## config.mk

```make
export PLATFORM = sky130hd
export DESIGN_NAME = i2s_dac_transmitter
export DESIGN_NICKNAME = d
export VERILOG_FILES = /design/src/rtl/i2s_pkg.sv /design/src/rtl/i2s_bclk_gen.sv /design/src/rtl/i2s_dac_transmitter.sv
export SDC_FILE = /design/constraint.sdc
export NUM_CORES = 1
export LEC_CHECK = 0
export CAP_MARGIN = 10
export CELL_PAD_IN_SITES_DETAIL_PLACEMENT = 1
export CELL_PAD_IN_SITES_GLOBAL_PLACEMENT = 2
export CORE_MARGIN = 2
export CORE_UTILIZATION = 38
export CTS_CLUSTER_SIZE = 28
export DETAILED_ROUTE_END_ITERATION = 16
export PLACE_DENSITY_LB_ADDON = 0.12
export SLEW_MARGIN = 20
export SYNTH_ARGS = -nofsm -noshare
export SYNTH_HDL_FRONTEND = slang
export SYNTH_SLANG_ARGS = --single-unit
```

## constraint.sdc

```tcl
create_clock -name clk -period 9.3 [get_ports clk]
set_clock_uncertainty 0.15 [all_clocks]
set_input_delay 0.93 -clock clk [delete_from_list [all_inputs] [get_ports clk]]
set_output_delay 0.93 -clock clk [all_outputs]
set_load 0.05 [all_outputs]
```

## src/rtl/i2s_pkg.sv

```systemverilog
// ----------------------------------------------------------------------------
// i2s_pkg
//
// Shared definitions for the I2S transmit path:
//   - I2S_LEFT / I2S_RIGHT : word-select (lrclk) levels for each channel
//   - I2S_DATA_W           : sample width used by stereo_sample_t
//   - stereo_sample_t      : one stereo sample {l, r}
//   - i2s_state_e          : serializer run/idle state
//   - frame_len()          : bclk periods per stereo frame
// ----------------------------------------------------------------------------
package i2s_pkg;

   localparam int unsigned I2S_DATA_W = 24;

   localparam logic I2S_LEFT  = 1'b0;
   localparam logic I2S_RIGHT = 1'b1;

   // The top-level DATA_W must equal I2S_DATA_W, because this struct carries
   // the held sample between the handshake and the shifter.
   typedef struct packed {
      logic [I2S_DATA_W-1:0] l;
      logic [I2S_DATA_W-1:0] r;
   } stereo_sample_t;

   typedef enum logic {
      ST_IDLE = 1'b0,
      ST_RUN  = 1'b1
   } i2s_state_e;

   // One frame is a left slot followed by a right slot.
   function automatic int unsigned frame_len(input int unsigned slot_w);
      return 2 * slot_w;
   endfunction

endpackage

```

## src/rtl/i2s_bclk_gen.sv

```systemverilog
// ----------------------------------------------------------------------------
// i2s_bclk_gen
//
// Bit-clock generator for an I2S master. A divider counts 0..BCLK_DIV-1 while
// run is high and toggles bclk at terminal count, so one bclk period is
// 2*BCLK_DIV clk cycles. The tick strobes are high during the clk cycle whose
// closing edge makes bclk rise (rise_tick) or fall (fall_tick), so logic that
// uses them updates on the same edge as the bclk transition.
//
// Ports:
//   clk       in  system clock
//   reset     in  synchronous active-high reset
//   run       in  1 = divider runs; 0 = divider and bclk held at 0 next edge
//   bclk      out registered bit clock
//   rise_tick out strobe: bclk goes 0->1 on the next clk edge
//   fall_tick out strobe: bclk goes 1->0 on the next clk edge
// ----------------------------------------------------------------------------
module i2s_bclk_gen #(
   parameter int unsigned BCLK_DIV = 4
) (
   input  logic clk,
   input  logic reset,
   input  logic run,
   output logic bclk,
   output logic rise_tick,
   output logic fall_tick
);

   localparam int unsigned DIV_W = (BCLK_DIV > 1) ? $clog2(BCLK_DIV) : 1;
   localparam logic [DIV_W-1:0] DIV_LAST = DIV_W'(BCLK_DIV - 1);

   logic [DIV_W-1:0] div_cnt_q, div_cnt_d;
   logic             bclk_q, bclk_d;
   logic             terminal;

   assign terminal  = (div_cnt_q == DIV_LAST);
   assign rise_tick = run && terminal && !bclk_q;
   assign fall_tick = run && terminal &&  bclk_q;
   assign bclk      = bclk_q;

   // NOTE: every signal assigned in an always_comb gets a default on entry, so
   // no path leaves it unassigned and no latch is inferred.
   always_comb begin
      div_cnt_d = div_cnt_q;
      bclk_d    = bclk_q;
      if (!run) begin
         div_cnt_d = '0;
         bclk_d    = 1'b0;
      end else if (terminal) begin
         div_cnt_d = '0;
         bclk_d    = !bclk_q;
      end else begin
         div_cnt_d = div_cnt_q + DIV_W'(1);
      end
   end

   // NOTE: state registers use non-blocking assignments so every flop samples
   // the pre-edge value of every other flop, independent of statement order.
   always_ff @(posedge clk) begin
      if (reset) begin
         div_cnt_q <= '0;
         bclk_q    <= 1'b0;
      end else begin
         div_cnt_q <= div_cnt_d;
         bclk_q    <= bclk_d;
      end
   end

endmodule

```

## src/rtl/i2s_dac_transmitter.sv

```systemverilog
// ----------------------------------------------------------------------------
// i2s_dac_transmitter
//
// I2S master transmitter for the external DAC. Accepts one stereo sample per
// frame through a single-entry hold register and serialises it as standard
// I2S (MSB first, one-bclk delay after the lrclk edge, zero padded slots).
//
// Ports:
//   clk          in  system clock
//   reset        in  synchronous active-high reset
//   enable       in  1 = run serializer; 0 = idle with all stream outputs low
//   s_valid      in  stereo sample present
//   s_ready      out hold register empty
//   s_l_data     in  left sample  (DATA_W, two's complement)
//   s_r_data     in  right sample (DATA_W, two's complement)
//   dac_bclk     out I2S bit clock
//   dac_lrclk    out I2S word select (0 = left, 1 = right)
//   dac_data     out I2S serial data, changes with the falling bclk
//   frame_start  out 1-clk pulse when a frame is loaded into the shifter
//   underrun     out 1-clk pulse when that load found the hold register empty
// ----------------------------------------------------------------------------
module i2s_dac_transmitter
   import i2s_pkg::*;
#(
   parameter int unsigned DATA_W   = I2S_DATA_W,
   parameter int unsigned SLOT_W   = 32,
   parameter int unsigned BCLK_DIV = 4
) (
   input  logic              clk,
   input  logic              reset,
   input  logic              enable,
   input  logic              s_valid,
   output logic              s_ready,
   input  logic [DATA_W-1:0] s_l_data,
   input  logic [DATA_W-1:0] s_r_data,
   output logic              dac_bclk,
   output logic              dac_lrclk,
   output logic              dac_data,
   output logic              frame_start,
   output logic              underrun
);

   localparam int unsigned      FRAME_LEN    = frame_len(SLOT_W);
   localparam int unsigned      CNT_W        = (FRAME_LEN > 1) ? $clog2(FRAME_LEN) : 1;
   localparam logic [CNT_W-1:0] BIT_CNT_LAST = CNT_W'(FRAME_LEN - 1);
   localparam logic [CNT_W-1:0] SLOT_CNT     = CNT_W'(SLOT_W);

   // Frame image as it appears on the wire, MSB first: left sample at the top
   // of the left slot, right sample at the top of the right slot, zero pad.
   // The one-bclk I2S delay comes from emitting the shifter MSB before
   // shifting, so image bit p is on dac_data while bit_cnt is p+1.
   function automatic logic [FRAME_LEN-1:0] frame_image(input stereo_sample_t smp);
      logic [FRAME_LEN-1:0] img;
      img                        = '0;
      img[FRAME_LEN-1 -: DATA_W] = smp.l;
      img[SLOT_W-1    -: DATA_W] = smp.r;
      return img;
   endfunction

   i2s_state_e           state_q, state_d;
   logic [CNT_W-1:0]     bit_cnt_q, bit_cnt_d;
   logic                 lrclk_q, lrclk_d;
   logic                 data_q, data_d;
   logic [FRAME_LEN-1:0] shifter_q, shifter_d;
   logic                 frame_start_q, frame_start_d;
   logic                 underrun_q, underrun_d;
   logic                 hold_full_q, hold_full_d;
   stereo_sample_t       hold_q, hold_d;

   logic run;
   logic fall_tick;
   logic bclk_rise_unused;
   logic boundary;
   logic accept;

   // Serializer state: enable alone decides RUN vs IDLE.
   always_comb begin
      state_d = state_q;
      case (state_q)
         ST_IDLE: if (enable)  state_d = ST_RUN;
         ST_RUN:  if (!enable) state_d = ST_IDLE;
         default: state_d = ST_IDLE;
      endcase
   end

   // Gating with enable as well as the state makes a drop of enable clear the
   // stream on the very next edge rather than one cycle later.
   assign run = (state_q == ST_RUN) && enable;

   i2s_bclk_gen #(
      .BCLK_DIV (BCLK_DIV)
   ) u_bclk_gen (
      .clk       (clk),
      .reset     (reset),
      .run       (run),
      .bclk      (dac_bclk),
      .rise_tick (bclk_rise_unused),
      .fall_tick (fall_tick)
   );

   // bit_cnt starts at its last value so the first falling bclk after RUN is
   // a frame boundary and loads a fresh frame.
   assign boundary = fall_tick && (bit_cnt_q == BIT_CNT_LAST);
   assign s_ready  = !hold_full_q;
   assign accept   = s_valid && s_ready;

   always_comb begin
      bit_cnt_d     = bit_cnt_q;
      lrclk_d       = lrclk_q;
      data_d        = data_q;
      shifter_d     = shifter_q;
      frame_start_d = 1'b0;
      underrun_d    = 1'b0;
      hold_full_d   = hold_full_q;
      hold_d        = hold_q;

      if (!run) begin
         bit_cnt_d = BIT_CNT_LAST;
         lrclk_d   = 1'b0;
         data_d    = 1'b0;
         shifter_d = '0;
      end else if (fall_tick) begin
         bit_cnt_d = boundary ? '0 : bit_cnt_q + CNT_W'(1);
         lrclk_d   = (bit_cnt_d >= SLOT_CNT) ? I2S_RIGHT : I2S_LEFT;
         // At the boundary this is the final bit of the old frame's right
         // slot: its LSB when SLOT_W == DATA_W, otherwise pad.
         data_d    = shifter_q[FRAME_LEN-1];
         if (boundary) begin
            frame_start_d = 1'b1;
            if (hold_full_q) begin
               shifter_d   = frame_image(hold_q);
               hold_full_d = 1'b0;
            end else begin
               shifter_d  = '0;
               underrun_d = 1'b1;
            end
         end else begin
            shifter_d = shifter_q << 1;
         end
      end

      // Never collides with the drain above: a boundary only clears a full
      // hold register, and a full register is not ready. A capture on a
      // boundary that found the register empty still reports underrun.
      if (accept) begin
         hold_d.l    = s_l_data;
         hold_d.r    = s_r_data;
         hold_full_d = 1'b1;
      end
   end

   always_ff @(posedge clk) begin
      if (reset) begin
         state_q       <= ST_IDLE;
         bit_cnt_q     <= BIT_CNT_LAST;
         lrclk_q       <= 1'b0;
         data_q        <= 1'b0;
         shifter_q     <= '0;
         frame_start_q <= 1'b0;
         underrun_q    <= 1'b0;
         hold_full_q   <= 1'b0;
      end else begin
         state_q       <= state_d;
         bit_cnt_q     <= bit_cnt_d;
         lrclk_q       <= lrclk_d;
         data_q        <= data_d;
         shifter_q     <= shifter_d;
         frame_start_q <= frame_start_d;
         underrun_q    <= underrun_d;
         hold_full_q   <= hold_full_d;
      end
   end

   // NOTE: the hold data register has no reset; it is only read when
   // hold_full_q is set, so clearing the flag is enough to discard a sample.
   always_ff @(posedge clk) begin
      hold_q <= hold_d;
   end

   assign dac_lrclk   = lrclk_q;
   assign dac_data    = data_q;
   assign frame_start = frame_start_q;
   assign underrun    = underrun_q;

endmodule
```

==> summary.md, run 1 <==
| Metric | Value |
|---|---|
| Main synth FF type | dfxtp_1 |
| Post-route setup TNS | 0 ns |
| First-pass GRT wire length | roughly 20000 um |
| Power density cells | 223 nW/um2 |
| Worst path bufs/invs | 1 |
| Largest area contributor in the netlist | edfxtp_1 |
| Max Slew Vio Count | 0 |
| Setup crit start kind | flip-flop |
| Register bit count reported by yosys | ~120 |
| Final setup fails | 0 |
| Worst IR drop on VDD | roughly 0.23 mV |
| Iter 0 DRT Violations | 326 |
| Final setup margin | about 6.5 ns |
| Crit-path max cell delay | around 0.85 ns |
| Core area | 12000 um2 |
| Number of flops mapped to enable cells by yosys | 48 |
| Post-synthesis sequential area ratio | approximately three fifths |
| Slowest CP cell | clkdlybuf4s50_1 |
| Synth Net Count | 492 |
| Synth area leaders | edfxtp_1 (31%), dfxtp_1 (30%), o21ai_0 (9.7%), a41oi_1 (8.8%), a21oi_1 (6.5%) |
| Starting density of the core | between 30% and 40% |
| Sequential share of power | 42.4% |
| Post-DRT Antenna Nets | 0 |
| Status | completed |
| Nets | between 500 and 600 |
| CP Max Fanout | 7 |
| Die Width | around 120 um |
| Share of flip-flops with an asynchronous set or reset | 0% |
| Clk network pwr share | between 50% and 60% |
| Row count | 40 |
| Critical-path cell list | clkdlybuf4s50_1 |
| Place WS | between 6 and 7 ns |
| Via-per-instance ratio | just under 6 |
| CP Class | reg2out |
| Worst-Skew Late Latency | ~0.42 ns |
| Switching Power | around 270 uW |
| Max Buffers Root-to-Sink | 2 |
| CTS root buf | clkbuf_16 |
| Die area | 13200 um2 |
| Netlist Area Pre-Place | 4690 um2 |
| Largest net degree at the start of global routing | 64 |
| WP data required | roughly 8.2 ns |
| Hold Crit Class | reg2reg |
| Tot Pwr | approximately 1.3 mW |
| CTS buffer count | 17 |
| Post-CTS Hold Buffers | 0 |
| Port bufs | 57 |
| Num Clock Sinks | about 120 |
| MaxCap Viol Count | 0 |
| Hold Violations, Final | 0 |
| Post-CTS setup buffer count | 0 |
| Reg clk slew, reported paths | around 0.05 ns |
| Synth Area per Inst | about 11 um2 |
| Sw frac | about a fifth |
| Cell variety after synth | 35 |
| Slew @ Worst Pin | roughly 1.1 ns |
| Ports | slightly below 60 |
| Total number of vias | 3747 |
| Hold Crit Depth | 1 |
| Top-count cell post-synth | o21ai_0 |
| Congestion Overflow GR | 0 |
| Final Cycle Share | 30.2% |
| # resized after CTS | 0 |
| Simple-gate portion of the synthesized area | around 5.7% |
| Pleak | roughly 2 nW |
| Number of global-route vias before repair | ~3900 |
| Layout cell share with drive strength beyond 1 | around 8.7% |
| First drt pass iteration count | 4 |
| Adder-cell share of the synthesized area | 0.533% |
| Antenna cells | 0 |
| Top cells by count, synth | o21ai_0 (91), dfxtp_1 (71), a21oi_1 (61) |
| Mux cell area share after synthesis | 0.213% |
| Max Clk Rate | approximately 360 MHz |
| CP Depth | 1 |
| Area grow syn2layout | 26.6% |
| Worst setup EP type | primary output |
| GRT Total Usage | a little under 20% |
| Htree depth | 4 |
| CP top delay family | buffers and inverters |
| Register-to-Register Path Depth | 5 |
| DR DRC count | 0 |
| Largest family of logic cells by synthesized area | compound AO/OA/AOI/OAI gates |
| Internal power | about 1.1 mW |
| Routability cong. | roughly 0.67 |
| Post-synthesis compound-gate area fraction | about 28% |
| HPWL after DPL | around 5900 um |
| Number of synthesis warnings | 0 |
| Period minus WS final | 2.80 ns |
| Worst EP arrival | roughly 1.7 ns |
| Drt wl/cell | between 15 and 20 um |
| Slew HR | around 28% |
| Syn Inst Count | between 400 and 500 |
| Synth Area in XOR/XNOR | less than 1% |
| Initial antenna violation count | 0 |
| DIE HEIGHT | roughly 120 um |
| Non-filler cells, final | ~630 |
| WL final | approximately 12000 um |
| Layout Utilization | a little under 50% |
| Comb power frac | 2.9% |
| Synth top area share | 30.7% |
| RSZ-0062 raised after global routing | false |
| Placed cells | 599 |
| TritonCTS clock tree | built |
-- cell families (layout without fill, tap and decap cells) --
kind of cell             count (synthesis)  after routing
multiplexers                             1              1
AND/OR/NAND/NOR                         47             47
XOR/XNOR                                 1              1
buffers and inverters                   50             96
AO/OA/AOI/OAI                          218            218
flip-flops                             119            119
adder cells (fa/ha/maj)                  2              2
-- layout make-up --
class                           instances  area (um2)
Fill cell                            1277        6070
Clock inverter                         15         226
Timing Repair Buffer                   63         616
Sequential cell                       119        2860
Multi-Input combinational cell        269        1620
Tap cell                              147         184
Clock buffer                           17         425
Inverter                                1        3.75
-- power by group through the flow --
stage,sequential [mW],clock [mW],combinational [mW]
2_1_floorplan,0.572,0,0.0124
3_3_place_gp,0.574,0,0.0376
3_5_place_dp,0.574,0,0.0393
4_1_cts,0.563,0.738,0.0394
5_1_grt,0.564,0.765,0.0418
6_report,0.563,0.725,0.0387
-- through the flow --
| stage | hold WS [ns] | area [um2] |
|---|---|---|
| after floorplan | 0.254 | 4690 |
| after global placement | 0.263 | 5290 |
| after detailed placement | 0.274 | 5290 |
| after CTS | 0.306 | 5940 |
| after global routing | 0.326 | 5940 |
| final | 0.299 | 5940 |
-- state kept, by name (all words and copies together), names as in the netlist --
| name | flops |
|---|---|
| dac_data | 1 |
| hold_q | 48 |
| hold_full_q | 1 |
| frame_start | 1 |
| shifter_q | 56 |
| dac_lrclk | 1 |
| u_bclk_gen.div_cnt_q | 2 |
| state_q | 1 |
| u_bclk_gen.bclk | 1 |
| underrun | 1 |
| bit_cnt_q | 6 |
-- metal layers --
metal	up-vias	GRT usage, %	wire length [um]
met4	0	8.67	157
met1	1883	24.9	5470
li1	1765	-	-
met5	-	0	0
met2	85	31.3	5700
met3	14	5.69	486
-- worst paths after layout --
path                                                           end  slack [ns]                          startpoint
worst max-delay path                                      dac_bclk        6.50        u_bclk_gen.bclk$_SDFFE_PP0N_
worst max register to register          shifter_q[10]$_SDFFE_PP0N_        6.72           bit_cnt_q[0]$_SDFFE_PP1N_
worst min-delay path            u_bclk_gen.div_cnt_q[0]$_SDFF_PP0_        0.30  u_bclk_gen.div_cnt_q[0]$_SDFF_PP0_
worst min register to register  u_bclk_gen.div_cnt_q[0]$_SDFF_PP0_        0.30  u_bclk_gen.div_cnt_q[0]$_SDFF_PP0_
-- cells in the final DEF, fill, tap and decap left out, drive strengths merged, types with 2 or more instances in the layout --
| cell type | n |
|---|---|
| o21ai | 97 |
| or4 | 2 |
| nor2b | 2 |
| and2 | 3 |
| clkbuf | 17 |
| nand3 | 7 |
| edfxtp | 48 |
| and3 | 2 |
| nand2 | 16 |
| buf | 6 |
| nor2 | 4 |
| nand4 | 2 |
| or3 | 2 |
| dfxtp | 71 |
| clkinv | 6 |
| a21oi | 61 |
| bufinv | 5 |
| o211ai | 9 |
| clkdlybuf4s50 | 57 |
| inv | 3 |
| o31ai | 2 |
| and4 | 2 |
| a41oi | 47 |
| ha | 2 |
| clkinvlp | 2 |
No activity file was read; power rests on OpenSTA's default activity.
==> run 2, diff against run 1 <==
- CORE_UTILIZATION: 38 -> 36
- clock period: 9.3 -> 2.7 ns (I/O delays scaled with it)
==> run 2 against run 1 <==
Compared with the run above: wire length down 1.6%; core utilization is 3.1 points lower; sequential share of layout area increased by 0.59 points; clock power grew to 2.6 times the previous value; count of clock-buffer cells in the layout up 7; non-clock buffer count is 6 higher; flip-flop and latch count stayed put; setup slack worse by 5.9 ns; largest cell class unchanged.
==> summary.md, run 2 (synthesis gave the netlist of run 1 again) <==
| Metric | Value |
|---|---|
| Final Cycle Share | between 70% and 80% |
| WL final | around 12000 um |
| Ports | 58 |
| DR DRC count | 0 |
| First-pass GRT wire length | 19500 um |
| CTS root buf | clkbuf_16 |
| # resized after CTS | 0 |
| Die area | 14000 um2 |
| Most frequent cells in the layout | o21ai_0 (91), dfxtp_1 (71), a21oi_1 (61) |
| Via-per-instance ratio | 5.62 |
| Slew HR | 50.8% |
| Total number of vias | around 3700 |
| Final setup margin | around 0.55 ns |
| CTS buffer count | 17 |
| Reg clk slew, reported paths | 0.05 ns |
| Congestion Overflow GR | 0 |
| Hold Crit Class | in2reg |
| Max Buffers Root-to-Sink | 2 |
| Area grow syn2layout | 25.1% |
| CP top delay family | buffers and inverters |
| Routability cong. | 0.713 |
| Starting density of the core | 37.0% |
| Largest net degree at the start of global routing | 57 |
| Worst Hold Path EP | hold_q[8]$_DFFE_PP_ |
| CP Max Fanout | 7 |
| Clk network pwr share | 47.7% |
| Drt wl/cell | 17.6 um |
| Hold path startpoint | s_r_data[8] |
| Non-filler cells, final | between 600 and 700 |
| Slowest CP cell | clkdlybuf4s50_1 |
| CP Class | reg2out |
| Max Clk Rate | around 470 MHz |
| RR Endpoint | shifter_q[18]$_SDFFE_PP0N_ |
| Worst setup EP type | primary output |
| Period minus WS final | 2.15 ns |
| Switching Power | ~800 uW |
| Critical-path cell list | clkdlybuf4s50_1 |
| Iter 0 DRT Violations | 240 |
| Register-to-Register Path Depth | 5 |
| Post-CTS setup buffer count | 0 |
| HPWL after DPL | around 6500 um |
| Sw frac | 20.2% |
| Max reg flops | 56 |
| Final setup fails | 0 |
| MaxCap Viol Count | 0 |
| Core area | 12700 um2 |
| Most common cell after layout, fill and taps aside | o21ai_0 |
| Worst EP arrival | 1.73 ns |
| First drt pass iteration count | 4 |
| Reg2Reg Setup Slack | 0.80 ns |
| Htree depth | 4 |
| Comb power frac | around 3.5% |
| WP data required | about 2.3 ns |
| RSZ-0062 raised after global routing | false |
| Setup crit start kind | flip-flop |
| Post-CTS Hold Buffers | 0 |
| GRT Total Usage | between 10% and 20% |
| Worst path bufs/invs | 1 |
| TritonCTS clock tree | built |
| Layout cell share with drive strength beyond 1 | under 10% |
| Initial antenna violation count | 0 |
| Slew @ Worst Pin | ~0.74 ns |
| Die Width | 118 um |
| Status | completed |
| Worst-Skew Late Latency | 0.41 ns |
| Layout Utilization | between 40% and 50% |
| Post-DRT Antenna Nets | 0 |
| Port bufs | 57 |
| Row count | just over 40 |
| Worst R2R Start | bit_cnt_q[0]$_SDFFE_PP1N_ |
| Post-route setup TNS | 0 ns |
| Power density cells | 677 nW/um2 |
| Number of global-route vias before repair | ~3700 |
| Placed cells | 630 |
| Internal power | 3.17 mW |
| Hold Violations, Final | 0 |
| Hold Crit Depth | 1 |
| DIE HEIGHT | between 100 and 150 um |
| Place WS | between 0.5 and 0.6 ns |
| Num Clock Sinks | between 100 and 150 |
| Pleak | 1.94 nW |
| Worst IR drop on VDD | 0.525 mV |
| Nets | ~530 |
| Antenna cells | 0 |
| Biggest register | shifter_q |
| Sequential share of power | between 40% and 50% |
| Top flop regs | shifter_q (56), hold_q (48), bit_cnt_q (6) |
| Max Slew Vio Count | 0 |
| Crit-path max cell delay | 0.86 ns |
run 2: cell types whose count changed in the layout (fill, tap and decap cells not counted), sizes merged:
cell | previous run | this run
buf | 6 | 12
inv | 3 | 1
clkbuf | 17 | 24
clkinvlp | 2 | 0
bufinv | 5 | 0
clkinv | 6 | 7
run 2: how the worst max path moves through the flow:
stage                                       from                    endpoint  slack (ns)  cells past startpoint
floorplan               hold_full_q$_SDFFE_PP0P_         hold_q[0]$_DFFE_PP_        0.52                      1
global placement                          enable   bit_cnt_q[0]$_SDFFE_PP1N_        0.67                      4
detailed placement                        enable  shifter_q[30]$_SDFFE_PP0N_        0.59                      5
CTS                 u_bclk_gen.bclk$_SDFFE_PP0N_                    dac_bclk        0.53                      1
global route        u_bclk_gen.bclk$_SDFFE_PP0N_                    dac_bclk        0.49                      1
finish              u_bclk_gen.bclk$_SDFFE_PP0N_                    dac_bclk        0.55                      1
run 2: cell type report:
class,instances,area [um2]
fillers,1392,6800
clock inverters,7,30.0
clock buffers,24,462
well taps,172,215
inverters,1,3.75
repair buffers,69,673
flip-flops and latches,119,2860
multi-input cells,269,1620
run 2: power groups by stage:
stage               registers, mW  clock network, mW  logic, mW
floorplan                    1.97                  0     0.0431
global placement             1.97                  0      0.137
detailed placement           1.97                  0      0.143
CTS                          1.94               1.95      0.144
global route                 1.94               2.04      0.152
finish                       1.94               1.90      0.141
run 2: through the flow:
step / total power, mW / area [um2] / hold slack (ns)
6_report: 3.97 / 5870 / 0.262
5_1_grt: 4.13 / 5870 / 0.241
4_1_cts: 4.03 / 5870 / 0.246
3_5_place_dp: 2.12 / 5380 / 0.274
3_3_place_gp: 2.11 / 5380 / 0.262
2_1_floorplan: 2.01 / 4690 / 0.192
run 2: worst reg2reg max path, delay by kind of cell (launching register included):
family	cells	cell delay (ns)
buffers and inverters	1	0.48
DFF	1	0.36
AOI/OAI and AO/OA	2	0.35
and+or+nand+nor	1	0.28
adders and majority gates	1	0.21
run 2: routing by layer:
layer / global-route usage (%) / part of all wire (%) / vias up
met5: 0 / 0 / -
met4: 6.25 / 1.4 / 0
met3: 5.26 / 3.7 / 15
met2: 27.5 / 48 / 71
met1: 23.1 / 47 / 1852
li1: - / - / 1774
==> run 3, diff against run 2 <==
- CORE_UTILIZATION: 36 -> 32
- clock period: 2.7 -> 1.95 ns (I/O delays scaled with it)
==> run 3 against run 2 <==
Compared with the run above: cell count up 3.0%; via count up 0.43%; power is 64% higher; sequential power increased by 39%; critical endpoint is now dac_data; core utilization decreased by 3.4 points; global-route usage fell by 0.93 points; non-clock buffer count increased by 7; count of clock-buffer cells in the layout shrank 4; die area grew 12%.
==> summary.md, run 3 (synthesis gave the netlist of run 1 again) <==
| Metric | Value |
|---|---|
| Status | completed |
| First drt pass iteration count | 4 |
| Antenna cells | 0 |
| WP data required | between 1.5 and 2 ns |
| Core area | 14400 um2 |
| Worst path bufs/invs | 1 |
| HPWL after DPL | between 7000 and 8000 um |
| DIE HEIGHT | around 130 um |
| Via-per-instance ratio | ~5.5 |
| Critical-path cell list | clkdlybuf4s50_1 |
| Reg clk slew, reported paths | ~0.060 ns |
| CTS buffer count | 17 |
| Drt wl/cell | 18.3 um |
| Largest net degree at the start of global routing | 54 |
| DR DRC count | 0 |
| TritonCTS clock tree | built |
| Max Slew Vio Count | 0 |
| Initial antenna violation count | 0 |
| Layout cell share with drive strength beyond 1 | a little under an eighth |
| Nets | around 540 |
| Area grow syn2layout | 32.0% |
| Die area | ~16000 um2 |
| Routability cong. | 0.741 |
| Period minus WS final | 1.87 ns |
| Post-CTS Hold Buffers | 0 |
| Hold Violations, Final | 0 |
| Max Clk Rate | between 500 and 600 MHz |
| Most common cell after layout, fill and taps aside | o21ai_0 |
| Row count | 44 |
| Num Clock Sinks | between 100 and 150 |
| CP Class | reg2out |
| Slowest CP cell | clkdlybuf4s50_1 |
| Max reg flops | 56 |
| Final setup fails | 0 |
| Post-route setup TNS | 0 ns |
| Slew @ Worst Pin | about 0.50 ns |
| WL final | between 10000 and 15000 um |
| Die Width | 125 um |
| RSZ-0062 raised after global routing | false |
| Number of global-route vias before repair | a little under 4000 |
| Port bufs | between 50 and 60 |
| Setup crit start kind | flip-flop |
| Slew HR | between 60 and 70% |
| Ports | 58 |
| Biggest register | shifter_q |
| Worst IR drop on VDD | 0.649 mV |
| MaxCap Viol Count | 0 |
| Max Buffers Root-to-Sink | 2 |
| Power density cells | roughly 1100 nW/um2 |
| Area of the multi-input gates | ~1600 um2 |
| Crit-path max cell delay | around 0.80 ns |
| Register area | about 2900 um2 |
| Final Cycle Share | between 90 and 100% |
| Layout Utilization | 42.9% |
| Iter 0 DRT Violations | 340 |
| Total number of vias | between 3000 and 4000 |
| CP Max Fanout | 2 |
| Htree depth | 4 |
| Worst setup EP type | primary output |
| Starting density of the core | around 33% |
| Worst-Skew Late Latency | around 0.40 ns |
| Post-CTS setup buffer count | 0 |
| Worst EP arrival | roughly 1.5 ns |
| Top flop regs | shifter_q (56), hold_q (48), bit_cnt_q (6) |
| Post-DRT Antenna Nets | 0 |
| CTS root buf | clkbuf_16 |
| CP top delay family | buffers and inverters |
| # resized after CTS | 0 |
| GRT Total Usage | 16.7% |
| First-pass GRT wire length | ~21000 um |
| Congestion Overflow GR | 0 |
| Fillers | about 1600 |
| Most frequent cells in the layout | o21ai_0 (91), dfxtp_1 (71), a21oi_1 (61) |
| Hold Crit Class | in2reg |
| Pleak | ~2.1 nW |
-- run 3: changes by cell type in the layout (fill, tap and decap cells not counted), moves of 3 or more --
cell       before  now
bufinv_16       0    6
clkinv_1        4    1
buf_4          11   15
buf_12          1    6
clkbuf_1        6    0
-- run 3: metal layers --
metal / share of wire [%] / up-vias / global-route usage (%) / wire (um)
met4: 0.98 / 0 / 5.16 / 123
met1: 48 / 1850 / 21.5 / 6010
li1: - / 1790 / - / -
met2: 47 / 77 / 27.3 / 5920
met3: 3.5 / 11 / 4.58 / 441
met5: 0 / - / 0 / 0
-- run 3: worst paths after layout --
kind,start,end,slack (ns),cells after the start
setup / recovery,dac_data$_SDFFE_PP0N_,dac_data,0.08,1
hold / removal,s_l_data[16],hold_q[40]$_DFFE_PP_,0.19,1
setup reg to reg,u_bclk_gen.div_cnt_q[0]$_SDFF_PP0_,bit_cnt_q[5]$_SDFFE_PP1N_,0.26,5
hold reg to reg,u_bclk_gen.div_cnt_q[0]$_SDFF_PP0_,u_bclk_gen.div_cnt_q[0]$_SDFF_PP0_,0.29,1
-- run 3: final cells by class --
class / count / share of cell area, %
Clock buffer: 20 / 7.54
Clock inverter: 12 / 3.58
Timing Repair Buffer: 76 / 12.7
Multi-Input combinational cell: 269 / 26.2
Tap cell: 184 / 3.72
Sequential cell: 119 / 46.3
Inverter: 1 / 0.0606
-- run 3: metrics by stage --
step                power (mW)  std cells  worst slack [ns]  hold WS [ns]  instance area [um2]
CTS                       6.60        681            0.0458         0.171                 6190
global route              6.74        681            0.0300         0.171                 6190
floorplan                 2.79        438             0.181         0.117                 4700
detailed placement        2.94        649            0.0675         0.281                 5500
finish                    6.51        681            0.0782         0.193                 6190
global placement          2.94        649            0.0885         0.263                 5500
-- run 3: power by group --
part | switching (mW) | total (mW) | internal, mW
logic | 0.0895 | 0.203 | 0.113
registers | 0.0251 | 2.69 | 2.66
clock network | 1.12 | 3.62 | 2.50
total | 1.23 | 6.51 | 5.27
